## src/rtl/ccd_pkg.sv

```systemverilog
// Shared types and default line geometry for the CCD capture path.
package ccd_pkg;

  typedef enum logic [1:0] {
    ST_IDLE   = 2'd0,
    ST_DUMMY  = 2'd1,
    ST_ACTIVE = 2'd2,
    ST_TRAIL  = 2'd3
  } ccd_state_e;

  localparam int DEF_DATA_W      = 12;
  localparam int DEF_LEAD_DUMMY  = 32;
  localparam int DEF_ACTIVE_PIX  = 3648;
  localparam int DEF_TRAIL_DUMMY = 14;
  localparam int DEF_FIFO_DEPTH  = 16;

  // Dark estimate averages the last 16 leading dummies (shift by 4).
  localparam int DARK_SAMPLES = 16;
  localparam int DARK_SHIFT   = 4;
  localparam int CNT_W        = 16;

endpackage

```

## src/rtl/ccd_sample_fifo.sv

```systemverilog
// Synchronous show-ahead FIFO: head entry lives in an output register,
// the rest in a small array; a full FIFO still accepts a push when popped.
module ccd_sample_fifo #(
  parameter int WIDTH = 14,
  parameter int DEPTH = 16
) (
  input  logic             clk,
  input  logic             rst,
  input  logic             i_wr_en,
  input  logic [WIDTH-1:0] i_wr_data,
  input  logic             i_rd_en,
  output logic [WIDTH-1:0] o_data,
  output logic             o_full,
  output logic             o_empty
);

  localparam int AW = (DEPTH > 1) ? $clog2(DEPTH) : 1;
  localparam int CW = $clog2(DEPTH + 1);

  logic [WIDTH-1:0] r_mem [DEPTH];
  logic [AW-1:0]    r_wr_ptr;
  logic [AW-1:0]    r_rd_ptr;
  logic [CW-1:0]    r_count;
  logic             r_vld;
  logic [WIDTH-1:0] r_data;

  logic w_pop, w_push, w_full, w_mem_empty, w_load, w_bypass, w_mem_wr, w_mem_rd;

  assign w_full      = (r_count == CW'(DEPTH));
  assign w_pop       = r_vld & i_rd_en;
  assign w_push      = i_wr_en & (~w_full | w_pop);
  // Array holds everything except the head entry.
  assign w_mem_empty = (r_count <= CW'(1));
  assign w_load      = ~r_vld | w_pop;
  assign w_bypass    = w_load & w_mem_empty & w_push;
  assign w_mem_wr    = w_push & ~w_bypass;
  assign w_mem_rd    = w_load & ~w_mem_empty;

  always_ff @(posedge clk) begin
    if (w_mem_wr) r_mem[r_wr_ptr] <= i_wr_data;
  end

  always_ff @(posedge clk) begin
    if (rst) begin
      r_wr_ptr <= '0;
      r_rd_ptr <= '0;
      r_count  <= '0;
      r_vld    <= 1'b0;
      r_data   <= '0;
    end else begin
      if (w_mem_wr) r_wr_ptr <= r_wr_ptr + AW'(1);
      if (w_mem_rd) begin
        r_data   <= r_mem[r_rd_ptr];
        r_rd_ptr <= r_rd_ptr + AW'(1);
        r_vld    <= 1'b1;
      end else if (w_bypass) begin
        r_data <= i_wr_data;
        r_vld  <= 1'b1;
      end else if (w_pop) begin
        r_vld <= 1'b0;
      end
      case ({w_push, w_pop})
        2'b10:   r_count <= r_count + CW'(1);
        2'b01:   r_count <= r_count - CW'(1);
        default: r_count <= r_count;
      endcase
    end
  end

  assign o_data  = r_data;
  assign o_full  = w_full;
  assign o_empty = ~r_vld;

endmodule

```

## src/rtl/ccd_pixel_capture.sv

```systemverilog
// Linear CCD line capture: tracks dummy/active/trail pixels, estimates the
// dark level from leading dummies and buffers black-corrected active samples.
module ccd_pixel_capture
  import ccd_pkg::*;
#(
  parameter int DATA_W      = DEF_DATA_W,
  parameter int LEAD_DUMMY  = DEF_LEAD_DUMMY,
  parameter int ACTIVE_PIX  = DEF_ACTIVE_PIX,
  parameter int TRAIL_DUMMY = DEF_TRAIL_DUMMY,
  parameter int FIFO_DEPTH  = DEF_FIFO_DEPTH
) (
  input  logic              clk,
  input  logic              rst,
  input  logic              SH,
  input  logic              pixel_ready,
  input  logic [DATA_W-1:0] adc_data,
  input  logic              out_ready,
  output logic              out_valid,
  output logic [DATA_W-1:0] out_data,
  output logic              out_first,
  output logic              out_last,
  output logic [DATA_W-1:0] black_level,
  output logic              busy,
  output logic              line_done,
  output logic              overflow,
  output logic              aborted
);

  localparam int AW = DATA_W + DARK_SHIFT;
  localparam int FW = DATA_W + 2;

  ccd_state_e r_state, w_state_nxt;

  logic              r_sh_d, r_pr_d;
  logic [CNT_W-1:0]  r_cnt;
  logic [AW-1:0]     r_acc;
  logic [DATA_W-1:0] r_black;
  logic              r_smp_vld, r_smp_first, r_smp_last;
  logic [DATA_W-1:0] r_smp_data;
  logic              r_overflow, r_line_done, r_aborted;

  logic              w_sh_rise, w_pr_rise, w_pix;
  logic              w_lead_end, w_act_end, w_trail_end, w_in_dark;
  logic              w_dark_smp, w_act_smp, w_black_load;
  logic [AW-1:0]     w_acc_sum, w_acc_next;
  logic [DATA_W-1:0] w_corr;
  logic              w_fifo_full, w_fifo_empty, w_fifo_pop;
  logic [FW-1:0]     w_fifo_rd;

  assign w_sh_rise   = SH & ~r_sh_d;
  assign w_pr_rise   = pixel_ready & ~r_pr_d;
  // A line restart owns the cycle; a coincident pixel edge is dropped.
  assign w_pix       = w_pr_rise & ~w_sh_rise;
  assign w_lead_end  = (r_cnt == CNT_W'(LEAD_DUMMY - 1));
  assign w_act_end   = (r_cnt == CNT_W'(ACTIVE_PIX - 1));
  assign w_trail_end = (r_cnt == CNT_W'(TRAIL_DUMMY - 1));
  assign w_in_dark   = (r_cnt >= CNT_W'(LEAD_DUMMY - DARK_SAMPLES));

  // State register
  always_ff @(posedge clk) begin
    if (rst) r_state <= ST_IDLE;
    else     r_state <= w_state_nxt;
  end

  // Next-state logic
  always_comb begin
    w_state_nxt = r_state;
    if (w_sh_rise) begin
      w_state_nxt = ST_DUMMY;
    end else if (w_pr_rise) begin
      unique case (r_state)
        ST_DUMMY:  if (w_lead_end)  w_state_nxt = ST_ACTIVE;
        ST_ACTIVE: if (w_act_end)   w_state_nxt = ST_TRAIL;
        ST_TRAIL:  if (w_trail_end) w_state_nxt = ST_IDLE;
        default:   w_state_nxt = r_state;
      endcase
    end
  end

  // Output / qualifier logic
  always_comb begin
    busy         = (r_state != ST_IDLE);
    w_dark_smp   = w_pix & (r_state == ST_DUMMY) & w_in_dark;
    w_black_load = w_pix & (r_state == ST_DUMMY) & w_lead_end;
    w_act_smp    = w_pix & (r_state == ST_ACTIVE);
  end

  assign w_acc_sum  = r_acc + AW'(adc_data);
  assign w_acc_next = w_dark_smp ? w_acc_sum : r_acc;
  assign w_corr     = (adc_data > r_black) ? (adc_data - r_black) : '0;
  assign w_fifo_pop = out_valid & out_ready;

  always_ff @(posedge clk) begin
    if (rst) begin
      r_sh_d      <= 1'b0;
      r_pr_d      <= 1'b0;
      r_cnt       <= '0;
      r_acc       <= '0;
      r_black     <= '0;
      r_smp_vld   <= 1'b0;
      r_smp_first <= 1'b0;
      r_smp_last  <= 1'b0;
      r_smp_data  <= '0;
      r_overflow  <= 1'b0;
      r_line_done <= 1'b0;
      r_aborted   <= 1'b0;
    end else begin
      r_sh_d      <= SH;
      r_pr_d      <= pixel_ready;
      r_line_done <= (r_state == ST_TRAIL) & (w_state_nxt == ST_IDLE);
      r_aborted   <= w_sh_rise & (r_state != ST_IDLE);

      if (w_sh_rise)
        r_cnt <= '0;
      else if (w_pr_rise && r_state != ST_IDLE)
        r_cnt <= (w_state_nxt != r_state) ? '0 : r_cnt + CNT_W'(1);

      if (w_sh_rise)       r_acc <= '0;
      else if (w_dark_smp) r_acc <= w_acc_sum;

      if (w_black_load) r_black <= w_acc_next[AW-1:DARK_SHIFT];

      r_smp_vld <= w_act_smp;
      if (w_act_smp) begin
        r_smp_data  <= w_corr;
        r_smp_first <= (r_cnt == '0);
        r_smp_last  <= w_act_end;
      end

      // A drop in the same cycle as a restart still marks the new line.
      if (r_smp_vld && w_fifo_full && !w_fifo_pop) r_overflow <= 1'b1;
      else if (w_sh_rise)                            r_overflow <= 1'b0;
    end
  end

  ccd_sample_fifo #(
    .WIDTH (FW),
    .DEPTH (FIFO_DEPTH)
  ) u_fifo (
    .clk       (clk),
    .rst       (rst),
    .i_wr_en   (r_smp_vld),
    .i_wr_data ({r_smp_first, r_smp_last, r_smp_data}),
    .i_rd_en   (out_ready),
    .o_data    (w_fifo_rd),
    .o_full    (w_fifo_full),
    .o_empty   (w_fifo_empty)
  );

  assign out_valid   = ~w_fifo_empty;
  assign out_first   = w_fifo_rd[FW-1];
  assign out_last    = w_fifo_rd[FW-2];
  assign out_data    = w_fifo_rd[DATA_W-1:0];
  assign black_level = r_black;
  assign overflow    = r_overflow;
  assign line_done   = r_line_done;
  assign aborted     = r_aborted;

endmodule

```

## config.mk

```make
export PLATFORM = sky130hd
export DESIGN_NAME = ccd_pixel_capture
export DESIGN_NICKNAME = d
export VERILOG_FILES = /design/src/rtl/ccd_pkg.sv /design/src/rtl/ccd_sample_fifo.sv /design/src/rtl/ccd_pixel_capture.sv
export SDC_FILE = /design/constraint.sdc
export NUM_CORES = 1
export LEC_CHECK = 0
export CAP_MARGIN = 20
export CORE_MARGIN = 3
export CORE_UTILIZATION = 63
export CTS_CLUSTER_DIAMETER = 40
export DETAILED_ROUTE_END_ITERATION = 7
export DONT_BUFFER_PORTS = 1
export PLACE_DENSITY = 0.87
export SKIP_LAST_GASP = 1
export SLEW_MARGIN = 10
export SYNTH_ARGS = -nofsm -noshare
export SYNTH_HDL_FRONTEND = slang
export SYNTH_SLANG_ARGS = --single-unit
```

## constraint.sdc

```tcl
create_clock -name clk -period 4 [get_ports clk]
set_input_delay 0.4 -clock clk [delete_from_list [all_inputs] [get_ports clk]]
set_output_delay 0.4 -clock clk [all_outputs]
set_load 0.02 [all_outputs]
```

# Word level (Yosys, flattened, before mapping)
# Memory sizes are Yosys's and may differ from the RTL's. A register that Yosys moved wholly into a read port is not among the register bits.
# Index checks and enable logic that the tools add are counted.
# Widths: inputs -> output; s select.
dict set report word_totals {
  reg_bits 94
  ramBits 224
  inputBits 17
  output_inout_bits 31
  elab_cells 97
  n_memories 1
}
dict set report classes {
  add_sub_neg 7
  n_lt_le_gt_ge 3
  eq_ne 10
  n_mux 21
  n_bitwise 24
  reduce_logical 12
}
# memory depth width read_ports rd_ports_with_merged_regs wr line_no
set memory_table {}
lappend memory_table {u_fifo.r_mem 16 14 1 1 1 ccd_sample_fifo.sv:20} ;# logic [WIDTH-1:0] r_mem [DEPTH];
# cell count
set ops {}
lappend ops {{$mux 16} 2}
lappend ops {{$mux 14} 2}
lappend ops {{$add 16x1->16 const B} 1}
lappend ops {{$add 16x12->16} 1}
lappend ops {{$eq 16x12->1 const B} 1}
lappend ops {{$eq 16x4->1 const B} 1}
lappend ops {{$eq 16x5->1 const B} 1}
lappend ops {{$ge 16x5->1 const B} 1}
lappend ops {{$logic_not 16->1} 1}
lappend ops {{$and 1x1->1} 15}
lappend ops {{$gt 12x12->1} 1}
lappend ops {{$mux 12} 1}
lappend ops {{$sub 12x12->12} 1}
lappend ops {{$mux 2} 5}
lappend ops {{$pmux 5 s2} 1}
lappend ops {{$add 4x1->4 const B} 2}
lappend ops {{$mux 4} 2}
lappend ops {{$reduce_bool 2->1} 4}
lappend ops {{$mux 1} 7}
lappend ops {{$not 1->1} 7}
lappend ops {{$eq 2x2->1 const B} 3}
lappend ops {{$pmux 2 s3} 1}
lappend ops {{$add 5x1->5 const B} 1}
lappend ops {{$eq 5x5->1 const B} 1}
lappend ops {{10 further kinds} 14}

# Depth between registers and ports, before layout
# Gate-level depths: netlist of run 1.
dict set report logic_depth {
  word_depth 9
  ltp_mapped 11
  ltp_nobuf 10
}

# Hierarchy
# Synthesis of run 1 repeated with hierarchy kept, for this count alone.
dict set report unflattened {
  cells_unflattened 974
  area_unflattened_um2 13929.6
}
# module instances cells_per_inst area_each_um2 seq_area_each_um2
set modules_own_cells {}
lappend modules_own_cells {ccd_sample_fifo 1 506 10084.7 7367.1}
lappend modules_own_cells {ccd_pixel_capture 1 468 3844.9 1321.3}

# Worst setup path after synthesis of run 1
# Ideal clock, no wire load.
dict set report synth_path {
  path_kind {register to register}
  start {reg u_fifo.r_count[1]}
  end {mem u_fifo.r_mem[3][0], enable pin}
  setup_time_ps 421
  arrival_ps 2581
  t_required_ps 3579
  path_slack_ps 998
  path_stages_with_launch 6
  path_buffers 0
  period_less_slack_ps 3002
  path_cell_list {dfxtp_1 inv_1 ha_1 o21ai_0 o21bai_1 nor4_1}
}
dict set report synth_via {
  elab_chain_len 9
  elab_cells_between_ends 11
  cone_classes {1 x order compare; 1 x eq/ne; 2 x mux; 7 x bitwise}
}
# element line_no
set synth_rtl {}
lappend synth_rtl {{from (decl)} ccd_sample_fifo.sv:23} ;# logic [CW-1:0] r_count;
lappend synth_rtl {{from (signal assigned)} ccd_sample_fifo.sv:63} ;# 2'b10: r_count <= r_count + CW'(1);
lappend synth_rtl {{from (signal assigned)} ccd_sample_fifo.sv:64} ;# 2'b01: r_count <= r_count - CW'(1);
lappend synth_rtl {{from (signal assigned)} ccd_sample_fifo.sv:65} ;# default: r_count <= r_count;
lappend synth_rtl {{branches (longest 6 deep; another with $le 5x1->1)} -}
lappend synth_rtl {{$and 1x1->1 (*)} ccd_sample_fifo.sv:36} ;# assign w_mem_wr = w_push & ~w_bypass;
lappend synth_rtl {{$mux 1 (*)} ccd_sample_fifo.sv:40} ;# if (w_mem_wr) r_mem[r_wr_ptr] <= i_wr_data;
lappend synth_rtl {{$mux 1 (not written as such) (*)} ccd_sample_fifo.sv:40}
lappend synth_rtl {{to (decl)} ccd_sample_fifo.sv:20}
# Mark *: on every way between the ends.

# Final worst setup path of run 1
dict set report layout_path {
  start {reg u_fifo.r_count[1]}
  end {mem u_fifo.r_mem[9][10], enable pin}
}
# The elaborated chain is that of the path after synthesis.

==> results_dict.tcl, run 1 <==
set metrics [dict create \
    path_delay_family "simple AND/OR/NAND/NOR gates" \
    dp_cells 1245 \
    die_x_um 155 \
    crit_type "reg -> reg" \
    rsz0062_at_grt "false" \
    post_cts_resized 0 \
    syn_nets 1065 \
    drc 0 \
    final_cell_count_no_fill 1319 \
    synthToLayoutAreaGrowth_pct 10.7 \
    dp_hpwl_mm 19.5 \
    reg2regPathDepth 6 \
    cts_buffer_depth 3 \
    clk_pin_slew_ns 0.06 \
    powerDensity_mw_per_mm2 450 \
    fin_skew_ns 0.0201 \
    timing.setup.tns_ns 0 \
    met3_usage_pct 5.37 \
    slowest_delay_ns 0.64 \
    synth_warnings 0 \
    outcome "completed" \
    cpMaxStageDelayCell "and2_1" \
    grt_pass1_vias 8795 \
    crit_buf_inv 1 \
    post_drt_wl_per_cell_um 24.0 \
    drv_cap 0 \
    core_region_area_mm2 0.0214 \
    drv_slew 0 \
    ios 48 \
    netlist_area_mm2 0.0140 \
    yosys_most_used_dff "edfxtp_1" \
    vdd_ir_drop_max_mv 0.462 \
    gp_congestion 0.902 \
    async_reset_ff_share_pct 0 \
    cts-buffers-inserted 39 \
    numPortBuffers 0 \
    tritoncts "yes" \
    met2_usage_pct 45.3 \
    grt_util_met1_pct 35.1 \
    wl_mm 31.7 \
    gr-usage-all-layers_pct 26.8 \
    grt_overflow_total 0 \
    synth-seq-cells 322 \
    nets 1068 \
    ant_nets 0 \
    routed_via_density 6.55 \
    min_path_type "in -> reg" \
    grt.busiest_layer "met2" \
    hold_ws_ns 0.0204 \
    clock_latency_ns 0.53 \
    synth_edf_count 224 \
    grt_max_degree 58 \
    synth_seq_area_share_pct 61.9 \
    critical_path.cell_chain "inv_1 > ha_1 > o21ai_0 > o21bai_1 > nor3b_1 > and2_1" \
    setup_viol 0 \
    grt_antenna_before_repair 1 \
    initial_core_util_pct 65.5 \
    timing_hold_violations_final 0 \
    p_leak_nw 5.59 \
    slew-limit-headroom_pct 42.3 \
    min-delay-start "pixel_ready" \
    crit_path_start_kind "register" \
    cts-root-buf "clkbuf_16" \
    vias 8636 \
    synthCells 1010 \
    antenna_cells 0 \
    worst_pin_slew_ns 0.866 \
    drt_pre_antenna_iters 5 \
    cp.required_ns 4.15 \
    rows 53 \
    r2r_start "u_fifo.r_count[1]" \
    post-route-period-util_pct 76.4 \
    rrSetupSlack_ns 0.94 \
    fp.dieH_um 155 \
    cts_setup_buffers 0 \
    clkSinkCount 322 \
    hold_end "r_pr_d" \
    ys_types 70 \
    hold_depth 1 \
    r2r-end "u_fifo.r_mem[9][10]" \
    endpoint_kind "register" \
    drive_above_1_share_pct 16.4 \
    dieArea_mm2 0.0241 \
    cts-hold-fix-buffers 1 \
    post-route-min-period_ns 3.06 \
    drtIter0Drc 831 \
    worstPathMaxFanout 14 \
    max_freq_mhz 327 \
    cts_htree_levels 2 \
    avgSynthCellArea_um2 13.9 \
    worstPathArrival_ns 3.20 \
    grt_pass1_wl_mm 49.9 \
]
how the worst max path moves through the flow:
stage / startpoint / endpoint / slack (ns) / cells after the start
global placement: u_fifo.r_count[1] / u_fifo.r_mem[8][8] / 1.31 / 6
floorplan: u_fifo.r_count[1] / u_fifo.r_mem[3][0] / 1.0 / 5
detailed placement: u_fifo.r_count[1] / u_fifo.r_mem[8][9] / 1.03 / 6
finish: u_fifo.r_count[1] / u_fifo.r_mem[9][10] / 0.94 / 6
CTS: u_fifo.r_count[1] / u_fifo.r_mem[8][9] / 0.95 / 6
global route: u_fifo.r_count[1] / u_fifo.r_mem[9][3] / 0.56 / 6
stage by stage:
step | utilization [%] | area [um^2] | setup slack (ns) | power (W)
final | 72.5 | 15500 | 0.942 | 0.00699
after CTS | 72.5 | 15500 | 0.950 | 0.00703
after global placement | 66.5 | 14300 | 1.31 | 0.00370
after floorplan | - | 14000 | 0.998 | 0.00370
after detailed placement | 66.5 | 14300 | 1.03 | 0.00371
after global routing | 72.5 | 15500 | 0.555 | 0.00717
layer usage:
layer	vias to the layer above	part of all wire, %
li1	3863	-
met1	4227	37
met2	470	50
met3	76	9.5
met4	0	3.1
met5	-	0
synthesized netlist by cell type (11+ instances only):
library cell  count  area (um^2)
inv_1            36          135
edfxtp_1        224         6730
xnor2_1          16          140
clkbuf_1         30          113
nor3_1           11         55.1
nor2_1          103          387
nor2b_1          14         87.6
dfxtp_1          98         1960
nand4_1          11         68.8
nand2_1          58          218
nor4_1           12         75.1
o21ai_0          17         85.1
buf_2            11         55.1
a21oi_1          51          255
mux4_2           70         1580
a31oi_1          12         75.1
a211oi_1         24          180
or3_1            12         75.1
ha_1             36          450
and2_1           15         93.8
nand3_1          27          135
xor2_1           17          149
cell type report:
type                            instances  area, um^2
Sequential cell                       322        8690
Fill cell                            1315        5890
Multi-Input combinational cell        600        4980
Clock buffer                           43        1000
Tap cell                              275         344
Clock inverter                         29         240
Timing Repair Buffer                   14         141
Inverter                               36         135
placed cells by master (no fill, tap or decap), drive strengths merged, types with 12 or more instances in the layout:
| cell | count |
|---|---|
| inv | 45 |
| or3 | 12 |
| clkbuf | 43 |
| dfxtp | 98 |
| a31oi | 12 |
| mux4 | 70 |
| a211oi | 24 |
| xor2 | 17 |
| xnor2 | 16 |
| a21oi | 52 |
| nor2 | 103 |
| edfxtp | 224 |
| nand2 | 58 |
| clkinv | 16 |
| and2 | 15 |
| ha | 36 |
| buf | 14 |
| nor2b | 14 |
| nand3 | 28 |
| nor4 | 13 |
| o21ai | 20 |
flip-flops by register name (all words and copies together) (netlist names), 2 cells and up, named ones only:
signal	cells
u_fifo.r_mem	224
r_acc	16
r_cnt	16
u_fifo.o_data	14
black_level	12
r_smp_data	12
u_fifo.r_count	5
u_fifo.r_rd_ptr	4
u_fifo.r_wr_ptr	4
r_state	2
power by group:
part | leakage [nW] | switching (W) | internal (W)
Sequential | 3.38 | 0.00000672 | 0.00352
Clock | 0.609 | 0.00141 | 0.00192
Combinational | 1.60 | 0.0000781 | 0.0000446
Total | 5.59 | 0.00150 | 0.00549
worst register-to-register path, cell delays in order, from the launching register on:
cell and delay, ns:
dfxtp_1 0.39, inv_1 0.11, ha_1 0.19, o21ai_0 0.49, o21bai_1 0.40, nor3b_1 0.47, and2_1 0.64
cell families after synthesis:
logic type / count (synthesis) / share of synthesized area, %
buffers and inverters: 88 / 2.74
AND/OR/NAND/NOR: 296 / 10.5
XOR/XNOR: 33 / 2.06
AO/OA/AOI/OAI: 157 / 7.57
multiplexers: 76 / 11.7
adder cells (fa/ha/maj): 38 / 3.50
flip-flops: 322 / 61.9
Note: power is estimated with default switching activity, not from simulation.
==> inputs of run 2 (changes only) <==
clock period = 3.1 ns   (was 4 ns; I/O delays follow)
==> results_dict.tcl, run 2 (synthesis gave the netlist of run 1 again) <==
set metrics [dict create \
    critical_path.cell_chain "inv_1 > ha_1 > nand2_1 > o21ai_0 > o211ai_1 > a2111oi_4 > o31ai_1 > a21oi_1" \
    layout_commonest_cell "edfxtp_1" \
    clkSinkCount 322 \
    die_x_um 155 \
    clk_pin_slew_ns 0.06 \
    drv_cap 0 \
    slowest_delay_ns 0.75 \
    post-route-period-util_pct 86.0 \
    n_fill_cell 1306 \
    dieArea_mm2 0.0241 \
    dp_cells 1258 \
    rsz0062_at_grt "false" \
    post_cts_resized 0 \
    drive_above_1_share_pct 16.7 \
    cts_setup_buffers 0 \
    synthToLayoutAreaGrowth_pct 11.8 \
    largest_register_ffs 224 \
    rows 53 \
    setup_viol 0 \
    max_freq_mhz 375 \
    drtIter0Drc 767 \
    grt_overflow_total 0 \
    cts_htree_levels 2 \
    fin_skew_ns 0.0200 \
    routed_via_density 6.56 \
    vias 8728 \
    drc 0 \
    worst_pin_slew_ns 0.847 \
    initial_core_util_pct 65.5 \
    timing.setup.tns_ns 0 \
    drt_pre_antenna_iters 5 \
    final_cell_count_no_fill 1331 \
    gr-usage-all-layers_pct 26.7 \
    dp_hpwl_mm 19.6 \
    vdd_ir_drop_max_mv 0.457 \
    worstPathMaxFanout 12 \
    reg_top3 "u_fifo.r_mem x224, r_acc x16, r_cnt x16" \
    reg2regPathDepth 8 \
    clock_latency_ns 0.52 \
    cp.required_ns 3.54 \
    grt_pass1_wl_mm 49.8 \
    nets 1081 \
    ios 48 \
    ant_nets 0 \
    crit_path_start_kind "register" \
    cts-root-buf "clkbuf_16" \
    antenna_cells 0 \
    grt_max_degree 60 \
    post_drt_wl_per_cell_um 23.8 \
    cpMaxStageDelayCell "a2111oi_4" \
    core_region_area_mm2 0.0214 \
    crit_type "reg -> reg" \
    fp.dieH_um 155 \
    tritoncts "yes" \
    post-route-min-period_ns 2.67 \
    hold_depth 2 \
    powerDensity_mw_per_mm2 579 \
    cts-buffers-inserted 38 \
    timing_hold_violations_final 0 \
    min_path_type "in -> reg" \
    drv_slew 0 \
    largest_register "u_fifo.r_mem" \
    grt_antenna_before_repair 0 \
    worstPathArrival_ns 3.11 \
    grt_pass1_vias 8858 \
    wl_mm 31.7 \
    outcome "completed" \
    cts-hold-fix-buffers 3 \
    numPortBuffers 0 \
    layout_common_cells "edfxtp_1, nor2_1, dfxtp_1" \
    p_leak_nw 5.66 \
    gp_congestion 0.937 \
    endpoint_kind "register" \
    cts_buffer_depth 3 \
    slew-limit-headroom_pct 43.5 \
]
-- run 2: cell count changes in the layout (fill, tap and decap cells not counted), moves of 2 or more --
cell           before  now
dlygate4sd3_1       0    2
clkinv_2            7    4
inv_8               5    0
clkinv_1            5    7
clkbuf_1            3    6
buf_4              11   22
clkbuf_16          39   41
-- run 2: worst paths after layout --
kind,start,end,slack (ns)
max,black_level[4],r_smp_data[11],0.43
min,out_ready,u_fifo.r_vld,0.02
max reg2reg,black_level[4],r_smp_data[11],0.43
min reg2reg,r_sh_d,aborted,0.41
-- run 2: worst max-delay path, delay by kind of cell, from the launching register on --
family	cells	cell delay, ns
flip-flops	1	0.46
adder cells (fa/ha/maj)	1	0.41
AND/OR/NAND/NOR	1	0.07
buffers and inverters	1	0.08
AO/OA/AOI/OAI	5	1.58
-- run 2: area by class of cell --
cell class | instances | area (um^2) | area share, %
Clock buffer | 48 | 1060 | 6.78
Clock inverter | 22 | 198 | 1.26
Inverter | 36 | 135 | 0.862
Multi-Input combinational cell | 600 | 4980 | 31.8
Sequential cell | 322 | 8690 | 55.5
Tap cell | 275 | 344 | 2.20
Timing Repair Buffer | 28 | 264 | 1.68
-- run 2: metrics by stage --
stage | utilization [%] | area (um^2) | power (W) | setup WS, ns | hold WS [ns]
final | 73.2 | 15700 | 0.00907 | 0.435 | 0.0247
after global routing | 73.2 | 15700 | 0.00930 | 0.152 | 0.0382
after CTS | 73.2 | 15700 | 0.00914 | 0.399 | 0.00515
after detailed placement | 67.1 | 14400 | 0.00479 | 0.466 | 0.390
after global placement | 67.0 | 14400 | 0.00478 | 0.535 | 0.391
after floorplan | - | 14000 | 0.00477 | 0.0975 | 0.391
-- run 2: power by group --
| part | internal (W) | total [W] | switching, W |
|---|---|---|---|
| combinational | 0.0000606 | 0.000164 | 0.000104 |
| clock | 0.00263 | 0.00436 | 0.00173 |
| sequential | 0.00454 | 0.00455 | 0.00000821 |
-- run 2: metal layers --
layer / global-route usage, % / part of all wire, %
met1: 36.0 / 40
met2: 42.6 / 48
met3: 6.31 / 8.9
met4: 10.8 / 3.3
met5: 0 / 0
==> inputs of run 3 (changes only) <==
SYNTH_HIERARCHICAL = 1   (was not set)
==> results_dict.tcl, run 3 <==
set metrics [dict create \
    synthToLayoutAreaGrowth_pct 12.1 \
    numPortBuffers 0 \
    dr_wl_met2_mm 16.6 \
    gp_congestion 0.907 \
    post_cts_resized 0 \
    worst_pin_slew_ns 1.06 \
    grt_overflow_total 0 \
    dp_hpwl_mm 20.0 \
    initial_core_util_pct 65.2 \
    max_freq_mhz 367 \
    crit_type "reg -> reg" \
    reg_top3 "u_fifo/r_mem x224, r_acc x16, r_cnt x16" \
    drv_slew 0 \
    grt_antenna_before_repair 0 \
    routed.top_layer "met4" \
    cts-root-buf "clkbuf_16" \
    synth_warnings 6 \
    cpMaxStageDelayCell "and2_0" \
    grt_max_degree 48 \
    rows 53 \
    core_region_area_mm2 0.0214 \
    switching_share_pct 25.3 \
    ios 48 \
    wl_mm 33.8 \
    finalPower_w 0.0104 \
    post-route-min-period_ns 2.73 \
    largest_register "u_fifo/r_mem" \
    synth_area_leaders "edfxtp_1, dfxtp_1, mux4_2" \
    drive_above_1_share_pct 16.7 \
    p_leak_nw 5.70 \
    fin_skew_ns 0.0359 \
    pwr-share-seq_pct 47.1 \
    nets 1053 \
    dr_wl_met3_mm 3.53 \
    wl_met1_mm 12.5 \
    clkSinkCount 322 \
    critical_path.cell_chain "inv_1 > ha_1 > o21bai_1 > a21oi_1 > and2_0 > a221oi_1" \
    vias 8870 \
    drtIter0Drc 883 \
    min_path_type "in -> reg" \
    grt_pass1_vias 8850 \
    synth_top_cell_area_share_pct 48.3 \
    internal-power_w 0.00778 \
    cts-buffers-inserted 39 \
    post-route-period-util_pct 87.9 \
    synth-seq-cells 322 \
    slowest_delay_ns 0.88 \
    setup_viol 0 \
    vdd_ir_drop_max_mv 0.575 \
    cts_htree_levels 2 \
    endpoint_kind "register" \
    crit_buf_inv 1 \
    pwr-share-clk_pct 43.9 \
    syn_nets 1029 \
    slew-limit-headroom_pct 29.4 \
    timing.setup.tns_ns 0 \
    yosysTopAreaCell "edfxtp_1" \
    clock_latency_ns 0.54 \
    dieArea_mm2 0.0239 \
    grt_pass1_wl_mm 52.2 \
    avgSynthCellArea_um2 14.3 \
    gr-usage-all-layers_pct 28.5 \
    synth_edf_count 224 \
    tritoncts "yes" \
    post_drt_wl_per_cell_um 25.9 \
    synth_seq_area_share_pct 62.4 \
    synthCells 974 \
    routed_via_density 6.80 \
    fp.dieH_um 155 \
    synth_common_cells "edfxtp_1, dfxtp_1, nor2_1, mux4_2, nand2_1" \
    path_delay_family "compound AO/OA/AOI/OAI gates" \
    layout_common_cells "edfxtp_1, dfxtp_1, nor2_1" \
    layout_commonest_cell "edfxtp_1" \
    rsz0062_at_grt "false" \
    cp.required_ns 3.44 \
    powerDensity_mw_per_mm2 668 \
    clk_pin_slew_ns 0.06 \
    timing_hold_violations_final 0 \
    async_reset_ff_share_pct 0 \
    ys_types 77 \
    worstPathArrival_ns 3.07 \
    cts_buffer_depth 3 \
    yosys_most_used_dff "edfxtp_1" \
    netlist_area_mm2 0.0139 \
    drc 0 \
    antenna_cells 0 \
    final_area_mm2 0.0156 \
    drv_cap 0 \
    ant_nets 0 \
    drt_pre_antenna_iters 5 \
    crit_path_start_kind "register" \
    placed_area_mm2 0.0142 \
    combPwrFrac_pct 9.1 \
    die_x_um 155 \
    switchingPower_w 0.00264 \
    worstPathMaxFanout 14 \
    outcome "completed" \
    largest_register_ffs 224 \
    synth.most_common_cell "edfxtp_1" \
]
## run 3: logic make-up after synthesis
logic type,after synthesis,share of synthesized area (%)
mux,90,11.5
buf+inv,76,2.54
xor+xnor,37,2.33
fa+ha+maj,38,3.52
compound gates,157,8.29
simple gates,254,9.41
flops,322,62.4
## run 3: through the flow
step | setup slack, ns | hold slack [ns] | utilization (%) | instances
final | 0.374 | 0.0280 | 73.1 | 1304
after global routing | 0.171 | 0.0292 | 73.1 | 1304
after CTS | 0.419 | 0.0112 | 73.1 | 1304
after floorplan | 0.825 | 0.403 | - | 974
after global placement | 0.599 | 0.388 | 66.7 | 1228
after detailed placement | 0.462 | 0.388 | 66.7 | 1228
## run 3: area by class of cell
| cell class | count | area [um^2] |
|---|---|---|
| fillers | 1297 | 5740 |
| repair buffers | 24 | 225 |
| multi-input cells | 576 | 4890 |
| well taps | 275 | 344 |
| inverters | 35 | 131 |
| clock buffers | 49 | 1100 |
| clock inverters | 23 | 225 |
| flip-flops and latches | 322 | 8690 |
## run 3: power groups by stage
| stage | logic [W] | clock network [W] | registers (W) |
|---|---|---|---|
| 3_5_place_dp | 0.000875 | 0 | 0.00499 |
| 6_report | 0.000945 | 0.00457 | 0.00491 |
| 4_1_cts | 0.000929 | 0.00460 | 0.00491 |
| 3_3_place_gp | 0.000836 | 0 | 0.00499 |
| 2_1_floorplan | 0.000839 | 0 | 0.00483 |
| 5_1_grt | 0.00101 | 0.00477 | 0.00493 |
## run 3: per-layer routing
metal  global-route usage, %  vias to the layer above
met1                    37.6                     4380
met3                    6.27                       82
met2                    47.4                      571
met4                    10.2                        0
met5                       0                        -
li1                        -                     3837
## run 3: what timing repair did
action | 4_1_cts | 5_1_grt
hold endpoints to repair | 47 | 0
hold buffers | 4 | 0
buffers inserted | 0 | 0
## run 3: final timing paths
path,start,to,slack (ns),cells after the start
min reg2reg,r_sh_d,aborted,0.46,1
max,u_fifo/r_count[1],u_fifo/o_data[10],0.37,6
max reg2reg,u_fifo/r_count[1],u_fifo/o_data[10],0.37,6
min,rst,u_fifo/r_wr_ptr[3],0.03,2
